<file path="src/rtl/uart_receiver_if.sv">
// Received-byte stream from uart_receiver (master) to its consumer (slave):
// byte, valid/ready handshake and the per-byte status flags.
interface uart_receiver_if;
    logic [7:0] o_uart_rx_data;
    logic       o_uart_rx_valid;
    logic       i_uart_rx_ready;
    logic       o_parity_err;
    logic       o_frame_err;
    logic       o_overrun;

    modport master (
        output o_uart_rx_data,
        output o_uart_rx_valid,
        output o_parity_err,
        output o_frame_err,
        output o_overrun,
        input  i_uart_rx_ready
    );

    modport slave (
        input  o_uart_rx_data,
        input  o_uart_rx_valid,
        input  o_parity_err,
        input  o_frame_err,
        input  o_overrun,
        output i_uart_rx_ready
    );
endinterface

</file>
<file path="src/rtl/uart_receiver.sv">
// UART receive path, one line sample per i_u_clk edge, runtime 5-8 data bits,
// none/odd/even parity, 1-3 stop bits. Define UART_RX_ERR_DROP_EN to drop errored frames.
//
// state    | meaning
// ---------+-----------------------------------------------------------
// S_IDLE   | waiting for a low sample (start bit) with the line armed
// S_DATA   | shifting in data bits, LSB first, accumulating parity
// S_PARITY | sampling the parity bit and comparing to the expected value
// S_STOP   | sampling stop bits; last one commits the frame
module uart_receiver #(
    parameter int SYNC_STAGES = 2
) (
    input  logic            i_u_clk,
    input  logic            i_u_rst,
    input  logic [3:0]      i_data_bit,
    input  logic [1:0]      i_stop_bit,
    input  logic [1:0]      i_check_bit,
    input  logic            i_uart_rx,
    output logic            o_uart_rx_busy,
    uart_receiver_if.master rx_if
);

    localparam logic [1:0] S_IDLE   = 2'd0;
    localparam logic [1:0] S_DATA   = 2'd1;
    localparam logic [1:0] S_PARITY = 2'd2;
    localparam logic [1:0] S_STOP   = 2'd3;

    generate
        if (SYNC_STAGES < 2) begin : g_bad_sync
            $error("uart_receiver: SYNC_STAGES must be 2 or more");
        end
    endgenerate

    logic [SYNC_STAGES-1:0] r_sync;
    logic [1:0]             r_state;
    logic [2:0]             r_cnt;
    logic [3:0]             r_nbits;
    logic [1:0]             r_nstop;
    logic [1:0]             r_check;
    logic [7:0]             r_shift;
    logic                   r_par;
    logic                   r_par_err_p;
    logic                   r_frm_err_p;
    logic                   r_saw_high;
    logic                   r_armed;

    logic [7:0]             r_data;
    logic                   r_valid;
    logic                   r_pe;
    logic                   r_fe;
    logic                   r_ovr;

    logic                   w_s;
    logic [3:0]             w_nbits;
    logic [1:0]             w_nstop;
    logic [7:0]             w_shift_nxt;
    logic [7:0]             w_aligned;
    logic                   w_par_exp;
    logic                   w_last_stop;
    logic                   w_frm_err_fin;
    logic                   w_accept;

    assign w_s           = r_sync[SYNC_STAGES-1];
    assign w_nbits       = (i_data_bit >= 4'd5 && i_data_bit <= 4'd8) ? i_data_bit : 4'd8;
    assign w_nstop       = (i_stop_bit == 2'd0) ? 2'd1 : i_stop_bit;
    assign w_shift_nxt   = {w_s, r_shift[7:1]};
    assign w_aligned     = w_shift_nxt >> (4'd8 - r_nbits);
    assign w_par_exp     = (r_check == 2'd1) ? ~r_par : r_par;
    assign w_last_stop   = (r_state == S_STOP) && (r_cnt == 3'd0);
    assign w_frm_err_fin = r_frm_err_p | ~w_s;
    assign w_accept      = r_valid & rx_if.i_uart_rx_ready;

    always_ff @(posedge i_u_clk or posedge i_u_rst) begin
        if (i_u_rst) begin
            r_sync <= '1;
        end else begin
            r_sync <= {r_sync[SYNC_STAGES-2:0], i_uart_rx};
        end
    end

    // r_armed stays low after an all-low (break) frame until the line goes high again.
    always_ff @(posedge i_u_clk or posedge i_u_rst) begin
        if (i_u_rst) begin
            r_state     <= S_IDLE;
            r_cnt       <= 3'd0;
            r_nbits     <= 4'd8;
            r_nstop     <= 2'd1;
            r_check     <= 2'd0;
            r_shift     <= 8'd0;
            r_par       <= 1'b0;
            r_par_err_p <= 1'b0;
            r_frm_err_p <= 1'b0;
            r_saw_high  <= 1'b0;
            r_armed     <= 1'b1;
        end else begin
            case (r_state)
                S_IDLE: begin
                    if (w_s) begin
                        r_armed <= 1'b1;
                    end
                    if (!w_s && r_armed) begin
                        r_nbits     <= w_nbits;
                        r_nstop     <= w_nstop;
                        r_check     <= i_check_bit;
                        r_cnt       <= 3'(w_nbits - 4'd1);
                        r_shift     <= 8'd0;
                        r_par       <= 1'b0;
                        r_par_err_p <= 1'b0;
                        r_frm_err_p <= 1'b0;
                        r_saw_high  <= 1'b0;
                        r_state     <= S_DATA;
                    end
                end
                S_DATA: begin
                    r_par      <= r_par ^ w_s;
                    r_saw_high <= r_saw_high | w_s;
                    if (r_cnt == 3'd0) begin
                        r_shift <= w_aligned;
                        r_cnt   <= {1'b0, r_nstop - 2'd1};
                        r_state <= (r_check != 2'd0) ? S_PARITY : S_STOP;
                    end else begin
                        r_shift <= w_shift_nxt;
                        r_cnt   <= r_cnt - 3'd1;
                    end
                end
                S_PARITY: begin
                    r_saw_high <= r_saw_high | w_s;
                    if (w_s != w_par_exp) begin
                        r_par_err_p <= 1'b1;
                    end
                    r_state <= S_STOP;
                end
                default: begin
                    r_saw_high <= r_saw_high | w_s;
                    if (!w_s) begin
                        r_frm_err_p <= 1'b1;
                    end
                    if (r_cnt == 3'd0) begin
                        r_armed <= r_saw_high | w_s;
                        r_state <= S_IDLE;
                    end else begin
                        r_cnt <= r_cnt - 3'd1;
                    end
                end
            endcase
        end
    end

`ifdef UART_RX_ERR_DROP_EN
    logic w_err;
    assign w_err = r_par_err_p | w_frm_err_fin;

    // Flags become one-cycle pulses; only clean frames reach the held byte.
    always_ff @(posedge i_u_clk or posedge i_u_rst) begin
        if (i_u_rst) begin
            r_data  <= 8'd0;
            r_valid <= 1'b0;
            r_pe    <= 1'b0;
            r_fe    <= 1'b0;
            r_ovr   <= 1'b0;
        end else begin
            r_ovr <= 1'b0;
            r_pe  <= 1'b0;
            r_fe  <= 1'b0;
            if (w_last_stop && w_err) begin
                r_pe <= r_par_err_p;
                r_fe <= w_frm_err_fin;
                if (w_accept) begin
                    r_valid <= 1'b0;
                end
            end else if (w_last_stop) begin
                r_data  <= r_shift;
                r_valid <= 1'b1;
                r_ovr   <= r_valid & ~rx_if.i_uart_rx_ready;
            end else if (w_accept) begin
                r_valid <= 1'b0;
            end
        end
    end
`else
    // A commit on the accept edge wins and is not an overrun.
    always_ff @(posedge i_u_clk or posedge i_u_rst) begin
        if (i_u_rst) begin
            r_data  <= 8'd0;
            r_valid <= 1'b0;
            r_pe    <= 1'b0;
            r_fe    <= 1'b0;
            r_ovr   <= 1'b0;
        end else begin
            r_ovr <= 1'b0;
            if (w_last_stop) begin
                r_data  <= r_shift;
                r_pe    <= r_par_err_p;
                r_fe    <= w_frm_err_fin;
                r_valid <= 1'b1;
                r_ovr   <= r_valid & ~rx_if.i_uart_rx_ready;
            end else if (w_accept) begin
                r_valid <= 1'b0;
                r_pe    <= 1'b0;
                r_fe    <= 1'b0;
            end
        end
    end
`endif

    assign rx_if.o_uart_rx_data  = r_data;
    assign rx_if.o_uart_rx_valid = r_valid;
    assign rx_if.o_parity_err    = r_pe;
    assign rx_if.o_frame_err     = r_fe;
    assign rx_if.o_overrun       = r_ovr;
    assign o_uart_rx_busy        = (r_state != S_IDLE);

endmodule
</file>
<file path="src/flat_wrapper.sv">
// flat-port wrapper written by rule: the top's interface ports become plain ports
module uart_receiver_flat 
#(
    parameter int SYNC_STAGES = 2
)
  (i_u_clk, i_u_rst, i_data_bit, i_stop_bit, i_check_bit, i_uart_rx, o_uart_rx_busy, rx_if_o_uart_rx_data, rx_if_o_uart_rx_valid, rx_if_o_parity_err, rx_if_o_frame_err, rx_if_o_overrun, rx_if_i_uart_rx_ready);
  uart_receiver_if rx_if_i ();
  input  logic i_u_clk;
  input  logic i_u_rst;
  input  logic [3:0] i_data_bit;
  input  logic [1:0] i_stop_bit;
  input  logic [1:0] i_check_bit;
  input  logic i_uart_rx;
  output logic o_uart_rx_busy;
  output wire logic [$bits(rx_if_i.o_uart_rx_data)-1:0] rx_if_o_uart_rx_data;
  output wire logic [$bits(rx_if_i.o_uart_rx_valid)-1:0] rx_if_o_uart_rx_valid;
  output wire logic [$bits(rx_if_i.o_parity_err)-1:0] rx_if_o_parity_err;
  output wire logic [$bits(rx_if_i.o_frame_err)-1:0] rx_if_o_frame_err;
  output wire logic [$bits(rx_if_i.o_overrun)-1:0] rx_if_o_overrun;
  input wire logic [$bits(rx_if_i.i_uart_rx_ready)-1:0] rx_if_i_uart_rx_ready;
  assign rx_if_o_uart_rx_data = rx_if_i.o_uart_rx_data;
  assign rx_if_o_uart_rx_valid = rx_if_i.o_uart_rx_valid;
  assign rx_if_o_parity_err = rx_if_i.o_parity_err;
  assign rx_if_o_frame_err = rx_if_i.o_frame_err;
  assign rx_if_o_overrun = rx_if_i.o_overrun;
  assign rx_if_i.i_uart_rx_ready = rx_if_i_uart_rx_ready;
  uart_receiver #(.SYNC_STAGES(SYNC_STAGES)) u_core (.i_u_clk(i_u_clk), .i_u_rst(i_u_rst), .i_data_bit(i_data_bit), .i_stop_bit(i_stop_bit), .i_check_bit(i_check_bit), .i_uart_rx(i_uart_rx), .o_uart_rx_busy(o_uart_rx_busy), .rx_if(rx_if_i));
endmodule
</file>
<file path="config.mk">
export PLATFORM = sky130hd
export DESIGN_NAME = uart_receiver_flat
export DESIGN_NICKNAME = d
export VERILOG_FILES = /design/src/rtl/uart_receiver_if.sv /design/src/rtl/uart_receiver.sv /design/src/flat_wrapper.sv
export SDC_FILE = /design/constraint.sdc
export NUM_CORES = 1
export LEC_CHECK = 0
export BUFFER_PORTS_ARGS = -buffer_cell sky130_fd_sc_hd__buf_2
export CORE_ASPECT_RATIO = 0.8
export CORE_MARGIN = 2
export CORE_UTILIZATION = 60
export CTS_CLUSTER_DIAMETER = 150
export DETAILED_ROUTE_END_ITERATION = 6
export PLACE_DENSITY_LB_ADDON = 0.15
export SLEW_MARGIN = 40
export SYNTH_ARGS = -nofsm -noshare
export SYNTH_HDL_FRONTEND = slang
export SYNTH_SLANG_ARGS = --single-unit
</file>
<file path="constraint.sdc">
create_clock -name i_u_clk -period 2.93 [get_ports i_u_clk]
set_input_delay 0 -clock i_u_clk [delete_from_list [all_inputs] [get_ports i_u_clk]]
set_output_delay 0 -clock i_u_clk [all_outputs]
set_load 0.01 [all_outputs]
</file>
---- After elaboration in Yosys (flattened, before gate mapping) ----
Index checks and enable logic that the tools add are counted.
Widths: inputs -> output; s select.
storage, ports and cells
  register bits ........................... 40
  input port bits ......................... 12
  output and inout bits ................... 13
  logic and storage cells ................. 97
cells by class
  add/sub/neg operators ................... 4
  $lt $le $gt $ge ......................... 2
  equality and inequality tests ........... 11
  shift operators ......................... 1
  muxes and demuxes ....................... 30
  bitwise gates (word level) .............. 10
  reduce and logical (&&, ||, !) cells .... 22
operators with widths
  cell                 count
  $mux 8               2
  $pmux 8 s2           1
  $reduce_and 3->1     5
  $mux 1               13
  $reduce_bool 2->1    6
  $mux 3               3
  $pmux 3 s3           1
  $mux 2               4
  $ne 2x1->1 const B   4
  $pmux 1 s2           4
  $shr 8x4->8          1
  $pmux 2 s3           1
  $sub 3x1->3 const B  2
  $not 1->1            5
  $eq 2x1->1 const B   2
  $eq 2x2->1 const B   2
  $ge 4x3->1 const B   1
  $le 4x4->1 const B   1
  $logic_not 2->1      2
  $mux 4               1
  $reduce_and 2->1     2
  $sub 4x4->4 const A  1
  $logic_and 1x1->1    3
  $logic_not 3->1      1
  10 further kinds     12

---- Logic depth before layout (Yosys ltp) ----
  depth after elaboration ................. 6
  gate-level depth with buffers ........... 9

---- Worst setup path after synthesis ----
Ideal clock, no wire load.
  kind .................................... reg2reg
  start point ............................. register u_core.r_nbits[0]
  end point ............................... register u_core.r_shift[0]
  setup time .............................. 0.077 ns
  arrival time ............................ 1.608 ns
  data required time ...................... 2.853 ns
  slack ................................... 1.246 ns
  cell stages (with the launch flop) ...... 10
  buffers on the path ..................... 2
  period minus slack after synthesis ...... 1.684 ns
  cells stage by stage .................... dfrtp_1 buf_6 inv_2 ha_1 buf_6 mux2i_1 mux2_2 nor2_1 a31oi_1 o21ai_1
on the way
  word-level cells in the longest chain between the ends .. 4
RTL lines
  element                 RTL line              RTL
  from (decl)             uart_receiver.sv:37   logic [3:0] r_nbits;
  from (signal assigned)  uart_receiver.sv:102  r_nbits <= w_nbits;
  $sub 4x4->4             uart_receiver.sv:67   assign w_aligned = w_shift_nxt >> (4'd8 - r_nbits);
  $shr 8x4->8             uart_receiver.sv:67
  $mux 8                  uart_receiver.sv:117  if (r_cnt == 3'd0) begin
  $pmux 8 s2              uart_receiver.sv:96   case (r_state)
  to (signal assigned)    uart_receiver.sv:118  r_shift <= w_aligned;
  to (signal assigned)    uart_receiver.sv:122  r_shift <= w_shift_nxt;
  to (decl)               uart_receiver.sv:40   logic [7:0] r_shift;
No other way between the ends.
A chain may end at the register's enable or synchronous reset.

---- Worst setup path in the final report ----
  start point ............................. register u_core.r_nbits[0]
  end point ............................... register u_core.r_shift[1]
Same word-level chain as after synthesis.

==> results.cfg <==
[outcome]
outcome = completed

[grt]
grt_overflow = 0
grt_use_total_pct = 22.14
grt_max_degree = 41
grt_pass1_wl_um = 6955
antenna_found_initial = 0
grt_pass1_vias = 1533

[layout]
diodes = 0
finalNetCount = 272
syn_to_final_growth_pct = 15.25
fillers = 262
layout.cells.non_filler = 295
multi_input_area_um2 = 1056
drive_above_1_share_pct = 24.90
regArea_um2 = 1007

[logic_synthesis]
avgSynthCellArea_um2 = 9.975
synth_cell_types = 47
synthesis.area_um2 = 2175
syn-num-nets = 238
synth_cells = 218
synth_warnings = 0
yosysSeqAreaShare_pct = 46.32
ys_ff_latch = 40

[placement]
hpwl_um = 2844
gp_congestion = 0.9001
placed_cells = 279
port_buffers = 24

[sta]
fin_crit_ns = 2.151
setup_violations = 0
max_slew_margin_pct = 67.17
post-route-period-util_pct = 73.42
setup_tns_ns = 0
skew_ns = 0.009197
hold_viol_final = 0
clock.fmax_ghz = 0.4648
slew_violations = 0
rsz0062_at_grt = no
worst_pin_slew_ns = 0.4925

[route]
wl_um = 4062
drt_iter0_markers = 104
wire_per_inst_um = 13.77
drtPass1Iterations = 4
vias_per_cell = 5.410
drc_errors = 0
drtAntennaViolNets = 0
num_vias = 1596

[job]
drv_cap = 0

[critical_path]
worstPathRequired_ns = 3.10
cp-end-kind = flop
cpPeakStageDelay_ns = 0.56
path_max_fanout = 10
timing.rr.end = u_core.r_shift[1]$_DFFE_PP0P_
crit_type = reg2reg
worst_path_max_delay_cell = ha_1
ff2ff_path_depth = 7
start_kind = flop
endpoint = u_core.r_shift[1]$_DFFE_PP0P_
crit_chain = inv_2 -> ha_1 -> mux2i_1 -> nor2_1 -> a31oi_1 -> mux2_2 -> o21ai_1
crit_arrival_ns = 2.32
rrSetupSlack_ns = 0.78
reg2reg_from = u_core.r_nbits[0]$_DFFE_PP0P_
critPathLaunch = u_core.r_nbits[0]$_DFFE_PP0P_

[cts]
cts_buffers = 5
cts_root_buffer = clkbuf_8
clk_pin_slew_worst_paths_ns = 0.08
post_cts_resized = 0
h-tree-depth = 2
postCtsSetupRepairBufs = 0
clk_latency_ns = 0.30
clockBufferDepth = 2
cts.sinks = 40
cts_tree = done

[power]
p_leak_nw = 1.195
peakVddDrop_uv = 785.7
p_per_area_nw_per_um2 = 1146

[die]
pin_count = 25
initial_core_util_pct = 63.09
die_y_um = 57.85
core_um2 = 3447
fp.dieW_um = 71.31
fp-row-count = 19
die_area_um2 = 4125

[min_path]
hold_class = in2reg
==> worst min-delay path by stage <==
stage | cells after the start | endpoint | slack [ns] | start
2_1_floorplan | 0 | u_core.r_sync[0]$_DFF_PP1_ | 0.004 | i_uart_rx
3_3_place_gp | 1 | u_core.r_sync[0]$_DFF_PP1_ | 0.11 | i_uart_rx
3_5_place_dp | 1 | u_core.r_sync[0]$_DFF_PP1_ | 0.11 | i_uart_rx
4_1_cts | 4 | u_core.r_nbits[1]$_DFFE_PP0P_ | 0.02 | i_data_bit[3]
5_1_grt | 3 | u_core.r_nbits[0]$_DFFE_PP0P_ | 0.03 | i_data_bit[0]
6_report | 4 | u_core.r_nbits[1]$_DFFE_PP0P_ | 0.03 | i_data_bit[3]
==> where the power goes <==
part	total [mW]	internal (mW)	switching (mW)
Clock	0.493	0.301	0.193
Combinational	1.40	0.598	0.802
Sequential	0.979	0.785	0.194
==> routing by layer <==
layer	vias up	GRT usage [%]	share of wire [%]
met5	-	0	0
met4	0	8.086	1.7
met3	10	5.913	5.2
met2	41	33.20	43
met1	729	31.34	50
li1	816	-	-
==> critical path: cells and delay by family, from the launching register on <==
family	cells	cell delay, ns
simple gates	1	0.06
fa+ha+maj	1	0.56
mux	2	0.47
buf+inv	1	0.13
flops	1	0.55
compound gates	2	0.25
==> Yosys cell counts, drive strengths merged <==
| cell type | instances | area (um2) |
|---|---|---|
| xor2 | 2 | 25.03 |
| a22o | 1 | 8.760 |
| o22ai | 1 | 6.260 |
| o22a | 1 | 8.760 |
| and2 | 1 | 6.260 |
| ha | 8 | 100.1 |
| a21oi | 6 | 33.78 |
| a2bb2oi | 2 | 17.52 |
| xnor2 | 4 | 35.03 |
| buf | 7 | 62.56 |
| a21o | 1 | 8.760 |
| and2b | 1 | 8.760 |
| a31oi | 5 | 31.28 |
| or3b | 1 | 8.760 |
| nor3 | 3 | 20.02 |
| nand2 | 32 | 125.1 |
| dfrtp | 35 | 875.8 |
| nor2 | 24 | 100.1 |
| a211oi | 1 | 7.510 |
| nand4 | 1 | 12.51 |
| inv | 13 | 48.80 |
| nand3 | 5 | 25.02 |
| o31ai | 2 | 33.78 |
| o21ai | 22 | 110.1 |
| mux2 | 10 | 112.6 |
| and3 | 1 | 6.260 |
| nand2b | 4 | 40.04 |
| dfstp | 5 | 131.4 |
| nor2b | 3 | 21.27 |
| mux2i | 7 | 70.07 |
| nor3b | 1 | 7.510 |
| a22oi | 8 | 65.06 |
==> state kept, by name, indices dropped and copies added, names as in the netlist <==
signal                        cells
u_core.r_shift                    8
u_core.rx_if.o_uart_rx_data       8
u_core.r_nbits                    4
u_core.r_cnt                      3
u_core.r_check                    2
u_core.r_nstop                    2
u_core.r_state                    2
u_core.r_sync                     2
u_core.r_armed                    1
u_core.r_frm_err_p                1
u_core.r_par                      1
u_core.r_par_err_p                1
u_core.r_saw_high                 1
u_core.rx_if.o_frame_err          1
u_core.rx_if.o_overrun            1
u_core.rx_if.o_parity_err         1
u_core.rx_if.o_uart_rx_valid      1
==> stage by stage <==
step | hold slack, ns | util, % | cell area, um2 | power (mW) | setup WS (ns)
floorplan | 0.004478 | - | 2175 | 2.091 | 1.246
global placement | 0.1051 | 66.72 | 2300 | 2.330 | 0.9076
detailed placement | 0.1066 | 66.72 | 2300 | 2.353 | 0.7884
CTS | 0.02118 | 72.70 | 2506 | 2.875 | 0.7805
global route | 0.03061 | 72.70 | 2506 | 3.104 | 0.6272
finish | 0.02593 | 72.70 | 2506 | 2.872 | 0.7787
==> cells by family after synthesis <==
family,after synthesis,synth area share [%]
adders and majority gates,8,4.603
buffers and inverters,20,5.121
DFF,40,46.32
and+or+nand+nor,77,17.55
AOI/OAI and AO/OA,50,15.25
xor gates and xnor gates,6,2.762
muxes,17,8.400
==> area by class of cell <==
class,instances,area share [%]
Clock buffer,7,3.844
Clock inverter,1,1.198
Inverter,13,1.947
Multi-Input combinational cell,158,42.14
Sequential cell,40,40.19
Tap cell,42,2.097
Timing Repair Buffer,34,8.587
==> repair_timing <==
action | 4_1_cts | 5_1_grt
endpoints found under the setup margin | 0 | 0
endpoints found under the hold margin | 43 | 0
hold buffers | 8 | 0
==> cell usage in the layout (no fill, tap or decap), types with 2 or more instances in the layout <==
cell type / netlist / layout
dfrtp_1: 35 / 35
nand2_1: 30 / 30
buf_2: 2 / 24
nor2_1: 22 / 22
o21ai_1: 12 / 12
inv_1: 11 / 11
o21ai_0: 10 / 10
ha_1: 8 / 8
dlygate4sd3_1: 0 / 8
mux2i_1: 7 / 7
a22oi_1: 7 / 7
clkbuf_8: 0 / 7
mux2_2: 6 / 6
nand3_1: 5 / 5
a31oi_1: 5 / 5
a21oi_1: 5 / 5
dfstp_2: 5 / 5
mux2_1: 4 / 4
xnor2_1: 4 / 4
nand2_2: 2 / 2
inv_2: 2 / 2
nand2b_4: 2 / 2
nor2b_1: 2 / 2
nand2b_1: 2 / 2
nor3_1: 2 / 2
a2bb2oi_1: 2 / 2
buf_4: 1 / 2
No activity file was read; power rests on OpenSTA's default activity.
